[src/rtl/alu_sequencer.sv]
// Command-driven sequencer for the 16-bit ALU datapath and accumulator.
// Single-cycle logic/add/sub ops plus iterative shift-add MULT and restoring DIV.
module alu_sequencer #(
    parameter int W = 16
) (
    input  logic         clk,
    input  logic         rst,
    input  logic         cmd_valid,
    output logic         cmd_ready,
    input  logic [3:0]   cmd_op,
    input  logic [W-1:0] cmd_operand,
    output logic [W-1:0] acc,
    output logic [W-1:0] rem,
    output logic         carry,
    output logic         err,
    output logic         busy,
    output logic         rsp_valid
);

    localparam int CW = $clog2(W);

    localparam logic [3:0] OP_NOOP  = 4'b0000;
    localparam logic [3:0] OP_RESET = 4'b0001;
    localparam logic [3:0] OP_ADD   = 4'b0010;
    localparam logic [3:0] OP_SUB   = 4'b0011;
    localparam logic [3:0] OP_MULT  = 4'b0100;
    localparam logic [3:0] OP_DIV   = 4'b0101;
    localparam logic [3:0] OP_AND   = 4'b0110;
    localparam logic [3:0] OP_OR    = 4'b0111;
    localparam logic [3:0] OP_NOT   = 4'b1000;
    localparam logic [3:0] OP_NOR   = 4'b1001;

    typedef enum logic [1:0] {IDLE, MUL, DIV} state_t;

    state_t          state, nextState;
    logic [CW-1:0]   iterCnt;
    logic            accept;
    logic            lastIter;
    logic [2*W-1:0]  work;
    logic [W-1:0]    opB;
    logic [2*W-1:0]  stepResult;

    // One shift-add step on {partial product high, remaining multiplier}.
    function automatic logic [2*W-1:0] mulStep(input logic [2*W-1:0] prod,
                                                input logic [W-1:0]   mcand);
        logic [W:0] sum;
        sum = {1'b0, prod[2*W-1:W]} + (prod[0] ? {1'b0, mcand} : {(W+1){1'b0}});
        return {sum, prod[W-1:1]};
    endfunction

    // One restoring-divide step on {partial remainder, dividend/quotient}.
    function automatic logic [2*W-1:0] divStep(input logic [2*W-1:0] rq,
                                                input logic [W-1:0]   divisor);
        logic [W:0] shifted;
        logic [W:0] diff;
        shifted = {rq[2*W-1:W], rq[W-1]};
        diff    = shifted - {1'b0, divisor};
        if (diff[W])
            return {shifted[W-1:0], rq[W-2:0], 1'b0};
        else
            return {diff[W-1:0], rq[W-2:0], 1'b1};
    endfunction

    assign accept     = cmd_valid && cmd_ready;
    assign lastIter   = (iterCnt == CW'(W - 1));
    assign stepResult = (state == MUL) ? mulStep(work, opB) : divStep(work, opB);

    always_ff @(posedge clk or negedge rst) begin
        if (!rst)
            state <= IDLE;
        else
            state <= nextState;
    end

    always_comb begin
        nextState = state;
        cmd_ready = 1'b0;
        busy      = 1'b0;
        case (state)
            IDLE: begin
                cmd_ready = 1'b1;
                if (accept) begin
                    if (cmd_op == OP_MULT)
                        nextState = MUL;
                    else if (cmd_op == OP_DIV && cmd_operand != '0)
                        nextState = DIV;
                end
            end
            MUL, DIV: begin
                busy = 1'b1;
                if (lastIter)
                    nextState = IDLE;
            end
            default: nextState = IDLE;
        endcase
    end

    always_ff @(posedge clk or negedge rst) begin
        if (!rst)
            iterCnt <= '0;
        else if (state != IDLE)
            iterCnt <= lastIter ? '0 : iterCnt + CW'(1);
    end

    // Shadow operands: acc stays at its pre-command value until completion.
    always_ff @(posedge clk) begin
        if (accept) begin
            work <= {{W{1'b0}}, acc};
            opB  <= cmd_operand;
        end else if (state != IDLE) begin
            work <= stepResult;
        end
    end

    always_ff @(posedge clk or negedge rst) begin
        if (!rst) begin
            acc       <= '0;
            rem       <= '0;
            carry     <= 1'b0;
            err       <= 1'b0;
            rsp_valid <= 1'b0;
        end else begin
            rsp_valid <= 1'b0;
            if (accept) begin
                case (cmd_op)
                    OP_NOOP: begin
                        carry     <= 1'b0;
                        err       <= 1'b0;
                        rsp_valid <= 1'b1;
                    end
                    OP_RESET: begin
                        acc       <= '0;
                        rem       <= '0;
                        carry     <= 1'b0;
                        err       <= 1'b0;
                        rsp_valid <= 1'b1;
                    end
                    OP_ADD: begin
                        {carry, acc} <= {1'b0, acc} + {1'b0, cmd_operand};
                        err          <= 1'b0;
                        rsp_valid    <= 1'b1;
                    end
                    OP_SUB: begin
                        acc       <= acc - cmd_operand;
                        carry     <= (acc < cmd_operand);
                        err       <= 1'b0;
                        rsp_valid <= 1'b1;
                    end
                    OP_MULT: ;
                    OP_DIV: begin
                        // Divide by zero answers immediately; otherwise wait for completion.
                        if (cmd_operand == '0) begin
                            err       <= 1'b1;
                            carry     <= 1'b0;
                            rsp_valid <= 1'b1;
                        end
                    end
                    OP_AND, OP_OR, OP_NOT, OP_NOR: begin
                        case (cmd_op)
                            OP_AND:  acc <= acc & cmd_operand;
                            OP_OR:   acc <= acc | cmd_operand;
                            OP_NOT:  acc <= ~acc;
                            default: acc <= ~(acc | cmd_operand);
                        endcase
                        carry     <= 1'b0;
                        err       <= 1'b0;
                        rsp_valid <= 1'b1;
                    end
                    default: begin
                        err       <= 1'b1;
                        rsp_valid <= 1'b1;
                    end
                endcase
            end else if (state != IDLE && lastIter) begin
                acc       <= stepResult[W-1:0];
                err       <= 1'b0;
                rsp_valid <= 1'b1;
                if (state == MUL) begin
                    carry <= |stepResult[2*W-1:W];
                end else begin
                    rem   <= stepResult[2*W-1:W];
                    carry <= 1'b0;
                end
            end
        end
    end

endmodule

[config.mk]
export PLATFORM = sky130hd
export DESIGN_NAME = alu_sequencer
export DESIGN_NICKNAME = d
export VERILOG_FILES = /design/src/rtl/alu_sequencer.sv
export SDC_FILE = /design/constraint.sdc
export NUM_CORES = 1
export LEC_CHECK = 0
export ABC_AREA = 1
export BUFFER_PORTS_ARGS = -buffer_cell sky130_fd_sc_hd__buf_2
export CELL_PAD_IN_SITES_DETAIL_PLACEMENT = 1
export CELL_PAD_IN_SITES_GLOBAL_PLACEMENT = 1
export CORE_MARGIN = 1.5
export CORE_UTILIZATION = 48
export DETAILED_ROUTE_END_ITERATION = 10
export PLACE_DENSITY_LB_ADDON = 0.25
export SYNTH_ARGS = -nofsm -noshare
export SYNTH_HDL_FRONTEND = slang
export SYNTH_SLANG_ARGS = --single-unit
[constraint.sdc]
create_clock -name clk -period 4.1 [get_ports clk]
set_input_delay 0.205 -clock clk [delete_from_list [all_inputs] [get_ports clk]]
set_output_delay 0.205 -clock clk [all_outputs]
set_load 0.005 [all_outputs]
Word level (Yosys, flattened, before mapping)
Cells that the tools add are included.
Operators by class
  add/subtract/negate cells: 5
  order comparisons: 1
  eq/ne operators: 21
  muxes and demuxes: 34
  bitwise operators: 4
  reductions and logical operators: 20
Operators with widths (number)
  $mux 16: 9
  $mux 32: 2
  $pmux 16 s4: 1
  $pmux 16 s3: 1
  $add 16x16->17: 2
  $not 16->16: 2
  $sub 17x16->17: 1
  $and 16x16->16: 1
  $eq 4x3->1 const B: 4
  $logic_not 16->1: 1
  $lt 16x16->1: 1
  $or 16x16->16: 1
  $reduce_bool 16->1: 1
  $reduce_or 16->1: 1
  $sub 16x16->16: 1
  $eq 4x4->1 const B: 3
  $mux 1: 12
  $reduce_and 3->1: 4
  $eq 4x2->1 const B: 2
  $mux 2: 4
  $ne 2x2->1 const B: 4
  $reduce_or 8->1: 1
  $reduce_bool 2->1: 3
  $reduce_or 6->1: 1
  other kinds (20): 22
Word-level totals
  register bits after elaboration: 89
  output and inout bits: 37
  logic and storage cells: 95

Longest topological paths before layout
  depth in word-level cells: 7
  depth in mapped cells: 25
  gate-level depth less buffers: 24

Worst setup path before layout
Ideal clock, no wire load.
  path type: flip-flop to flip-flop
  start point: register work[0]
  end point: register carry
  setup time: 0.120 ns
  data arrival time: 2.540 ns
  data required time: 3.980 ns
  slack: 1.440 ns
  stages on the path, launching flop included: 25
  buffers on the path: 2
  clock period less this slack: 2.660 ns
  cell sequence: edfxtp_1 -> clkbuf_1 -> clkbuf_1 -> nand2_1 -> inv_1 -> ha_1 -> fa_1 -> nand2_1 -> nand2_1 -> nand2_1 -> nand2_1 -> nand3_1 -> nand3_1 -> nor2_1 -> nor2_1 -> nand2_1 -> nand2_2 -> nor2_1 -> nand2_1 -> nor2_1 -> nand2_1 -> nand2_1 -> nand2_1 -> nand2_1 -> nand2_1
Between the ends
  cells in the longest elaborated chain, start to end: 7
RTL lines
  start: declaration: RTL line 39  | logic [2*W-1:0] work;
  start signal: assignment: RTL line 108  | work <= {{W{1'b0}}, acc};
  start signal: assignment: RTL line 111  | work <= stepResult;
  $mux 16: RTL line 47  | sum = {1'b0, prod[2*W-1:W]} + (prod[0] ? {1'b0, mcand} : {(W+1){1'b0}});
  $add 16x16->17: RTL line 47
  $mux 32: RTL line 66  | assign stepResult = (state == MUL) ? mulStep(work, opB) : divStep(work, opB);
  $reduce_or 16->1: RTL line 179  | carry <= |stepResult[2*W-1:W];
  $mux 1: RTL line 178  | if (state == MUL) begin
  $mux 1: RTL line 174  | end else if (state != IDLE && lastIter) begin
  $mux 1: RTL line 124  | if (accept) begin
  end signal: assignment: RTL line 139  | {carry, acc} <= {1'b0, acc} + {1'b0, cmd_operand};
  end signal: assignment: RTL line 145  | carry <= (acc < cmd_operand);
  end signal: assignment: RTL line 179
  end: declaration: RTL line 14  | output logic carry,
No other way between the ends. The select of a mux whose other input is x is not followed.
A chain may end at the register's enable or synchronous reset.

Final worst setup path
  start point: register work[16]
  end point: register carry
Between the ends
  cells in the longest elaborated chain, start to end: 7
  elaborated cells between the ends (all ways): 8
RTL lines
  $sub 17x16->17: RTL line 57  | diff = shifted - {1'b0, divisor};
  $mux 32: RTL line 58  | if (diff[W])
  $mux 32 *: RTL line 66
  $reduce_or 16->1 *: RTL line 179
  $mux 1 *: RTL line 178
  $mux 1 *: RTL line 174
  $mux 1 *: RTL line 124
Mark *: on every way between the ends. The rest lies on a longest branch, timed or not. The select of a mux whose other input is x is not followed.

==> impl_metrics.yaml <==
status:
  status: "completed"
power_and_ir_drop:
  leakagePower_nw: 4.99
  ir_drop_uv: 308
  pwr-share-clk_pct: 12.8
  power.switching_w: 0.00376
  p_per_area_nw_per_um2: 745
  pwr-share-seq_pct: 24.6
  cell_internal_pwr_w: 0.00327
  comb_power_share_pct: 62.6
  switching_share_pct: 53.5
floorplan:
  io_pins: 60
  start_util_pct: 49.4
  die_x_um: 137
  rows: 48
  dieArea_um2: 18700
  core-area_um2: 17400
  dieHeight_um: 137
layout:
  nNetsFinal: 1478
  stdcell_count: 1598
  area_growth_pct: 10.1
  n_antenna_cell: 0
  drive_above_1_share_pct: 8.59
  fin_util_pct: 54.4
grt:
  first_global_vias: 9550
  grt_max_degree: 42
  antenna_found_initial: 0
  grt_first_pass_wirelength_um: 49200
  grt.overflow.total: 0
  grt.total_usage_pct: 34.5
sta:
  fin_skew_ns: 0.0117
  maxSlewViolCount: 0
  relSlewSlack_pct: 28.2
  hold_viol: 0
  fin_setup_tns_ns: 0
  rsz0062_at_grt: "false"
  clock.fmax_mhz: 305
  tightestPinTransition_ns: 1.08
  final.min_clock_period_ns: 3.28
  finalCritPeriodShare_pct: 80.0
  setup_viol: 0
placed_design:
  hpwl_um: 24500
  dp_cells: 1582
  gp_congestion: 0.956
  port_buffers: 59
worst_setup_path:
  critical_path.max_fanout: 11
  required_ns: 4.35
  rrSetupSlack_ns: 0.82
  worstReg2RegEnd: "carry"
  cp-start-kind: "flip-flop"
  crit_type: "reg -> reg"
  reg2reg_depth: 22
  critPathCaptureType: "flip-flop"
  crit_arrival_ns: 3.53
  rr_startpoint: "work[16]"
drt:
  drc: 0
  wirelength_um: 31000
  postRouteAntennaNets: 0
  wl_per_cell_um: 19.4
  vias_per_cell: 5.76
  via_count: 9205
  dr.pass1.iters: 5
  drt_iter0_drc: 538
clock_tree:
  clkSinkCount: 89
  cts_setup_buffers: 0
  numCtsBuffers: 9
  cts_tree: "built"
  cts_root_buf: "clkbuf_16"
  clk_latency_ns: 0.36
  clk_pin_slew_worst_paths_ns: 0.07
  cts-hold-fix-buffers: 0
  clock_path_buffers: 2
  htreeDepth: 3
  cts-resized-gates: 0
logic_synthesis:
  ys.flop_type: "dfrtp_1"
  async_flop_share_pct: 46.1
  yosysUniqueCellTypes: 48
  yosysWarnings: 0
  netlist_area_um2: 8580
  yosysSeqAreaShare_pct: 26.9
  synth-edff-count: 32
  synth_cells: 1313
  synth_seq_cells: 89
  synth_nets: 1423
  avgSynthCellArea_um2: 6.53
job:
  maxCapViolCount: 0
min_path:
  hold_path_class: "in -> async"
## metal layers
metal	vias up	global-route usage, %	wire length (µm)
li1	4380	-	-
met1	4434	39.6	12600
met2	278	60.9	15200
met3	113	5.04	1320
met4	0	20.0	1870
met5	-	0	0
## cell usage after synthesis (all sizes together) (6+ instances only)
library cell  instances  area [µm²]
nand2               357        1380
inv                 241         905
nor2                105         397
o21ai                96         480
nand3                95         490
ha                   83        1040
a21oi                75         390
dfrtp                41        1030
edfxtp               32         961
clkbuf               22        82.6
o22ai                18         113
dfxtp                16         320
a31oi                13        81.3
nor3                 13        70.1
a22oi                12        90.1
nand4                11        68.8
o221ai               10        87.6
buf                   8        55.1
o21bai                8        60.1
a21o                  6        45.0
## power groups by stage
stage	registers [W]	logic [W]	clock network (W)
after floorplan	0.00158	0.00303	0
after CTS	0.00172	0.00436	0.000903
after detailed placement	0.00172	0.00430	0
after global routing	0.00177	0.00493	0.000933
final	0.00173	0.00440	0.000899
after global placement	0.00171	0.00410	0
## worst max-delay path, cell delays in order (launching register included)
cell	delay [ns]
dfxtp_1	0.47
inv_1	0.16
fa_1	0.46
inv_1	0.12
nand2_1	0.08
nand2_1	0.08
nand3_1	0.12
nand2_2	0.11
nand2_2	0.10
nand2_2	0.11
nand2_1	0.11
nand2_2	0.25
nand2_1	0.10
nand3_1	0.08
nand2_1	0.11
nor2_1	0.12
nand2_1	0.07
nor2_1	0.15
nand2_1	0.10
nand2_1	0.08
nand2_1	0.05
nand2_1	0.06
nand2_1	0.05
## cell usage in the layout, fill, tap and decap left out, types with 16 or more instances in the layout
master / synthesis / final
inv_1: 238 / 238
o22ai_1: 18 / 18
edfxtp_1: 32 / 32
o21ai_0: 96 / 96
nand3_1: 92 / 92
buf_2: 5 / 59
nor2_1: 104 / 104
a21oi_1: 73 / 73
ha_1: 83 / 83
dfxtp_1: 16 / 16
dfrtp_1: 41 / 41
nand2_1: 344 / 344
## per-stage QoR
step	total power, W	instance area (µm²)	hold slack (ns)	setup slack [ns]
final	0.00703	9440	0.0199	0.820
after global routing	0.00763	9440	0.0678	0.524
after CTS	0.00697	9440	0.0506	0.876
after detailed placement	0.00602	9130	0.425	0.955
after global placement	0.00581	9130	0.420	1.13
after floorplan	0.00461	8580	-0.0906	1.44
## registers in the layout, indices dropped and copies added (netlist names)
| register | count |
|---|---|
| acc | 16 |
| carry | 1 |
| rem | 16 |
| state | 2 |
| work | 32 |
| rsp_valid | 1 |
| iterCnt | 4 |
| opB | 16 |
| err | 1 |
## cell type report
cell class | count | area (µm²)
Timing Repair Buffer | 74 | 408
Clock inverter | 6 | 72.6
Fill cell | 2417 | 7910
Clock buffer | 10 | 239
Multi-Input combinational cell | 951 | 5220
Sequential cell | 89 | 2310
Inverter | 243 | 912
Tap cell | 225 | 282
## worst max-delay path by stage
stage	from	to	cells past startpoint
CTS	work[16]	carry	22
finish	work[16]	carry	22
global route	work[0]	carry	22
floorplan	work[0]	carry	24
global placement	work[15]	carry	23
detailed placement	work[15]	carry	23
## kinds of logic (layout without fill, tap and decap cells)
logic type / after synthesis / count (layout) / synth area share (%)
AND/OR/NAND/NOR: 593 / 593 / 29.0
buffers and inverters: 273 / 333 / 12.2
AO/OA/AOI/OAI: 262 / 262 / 17.9
flip-flops: 89 / 89 / 26.9
adder cells (fa/ha/maj): 87 / 87 / 13.0
XOR/XNOR: 9 / 9 / 0.919
Power figures use the tool's default switching activity.
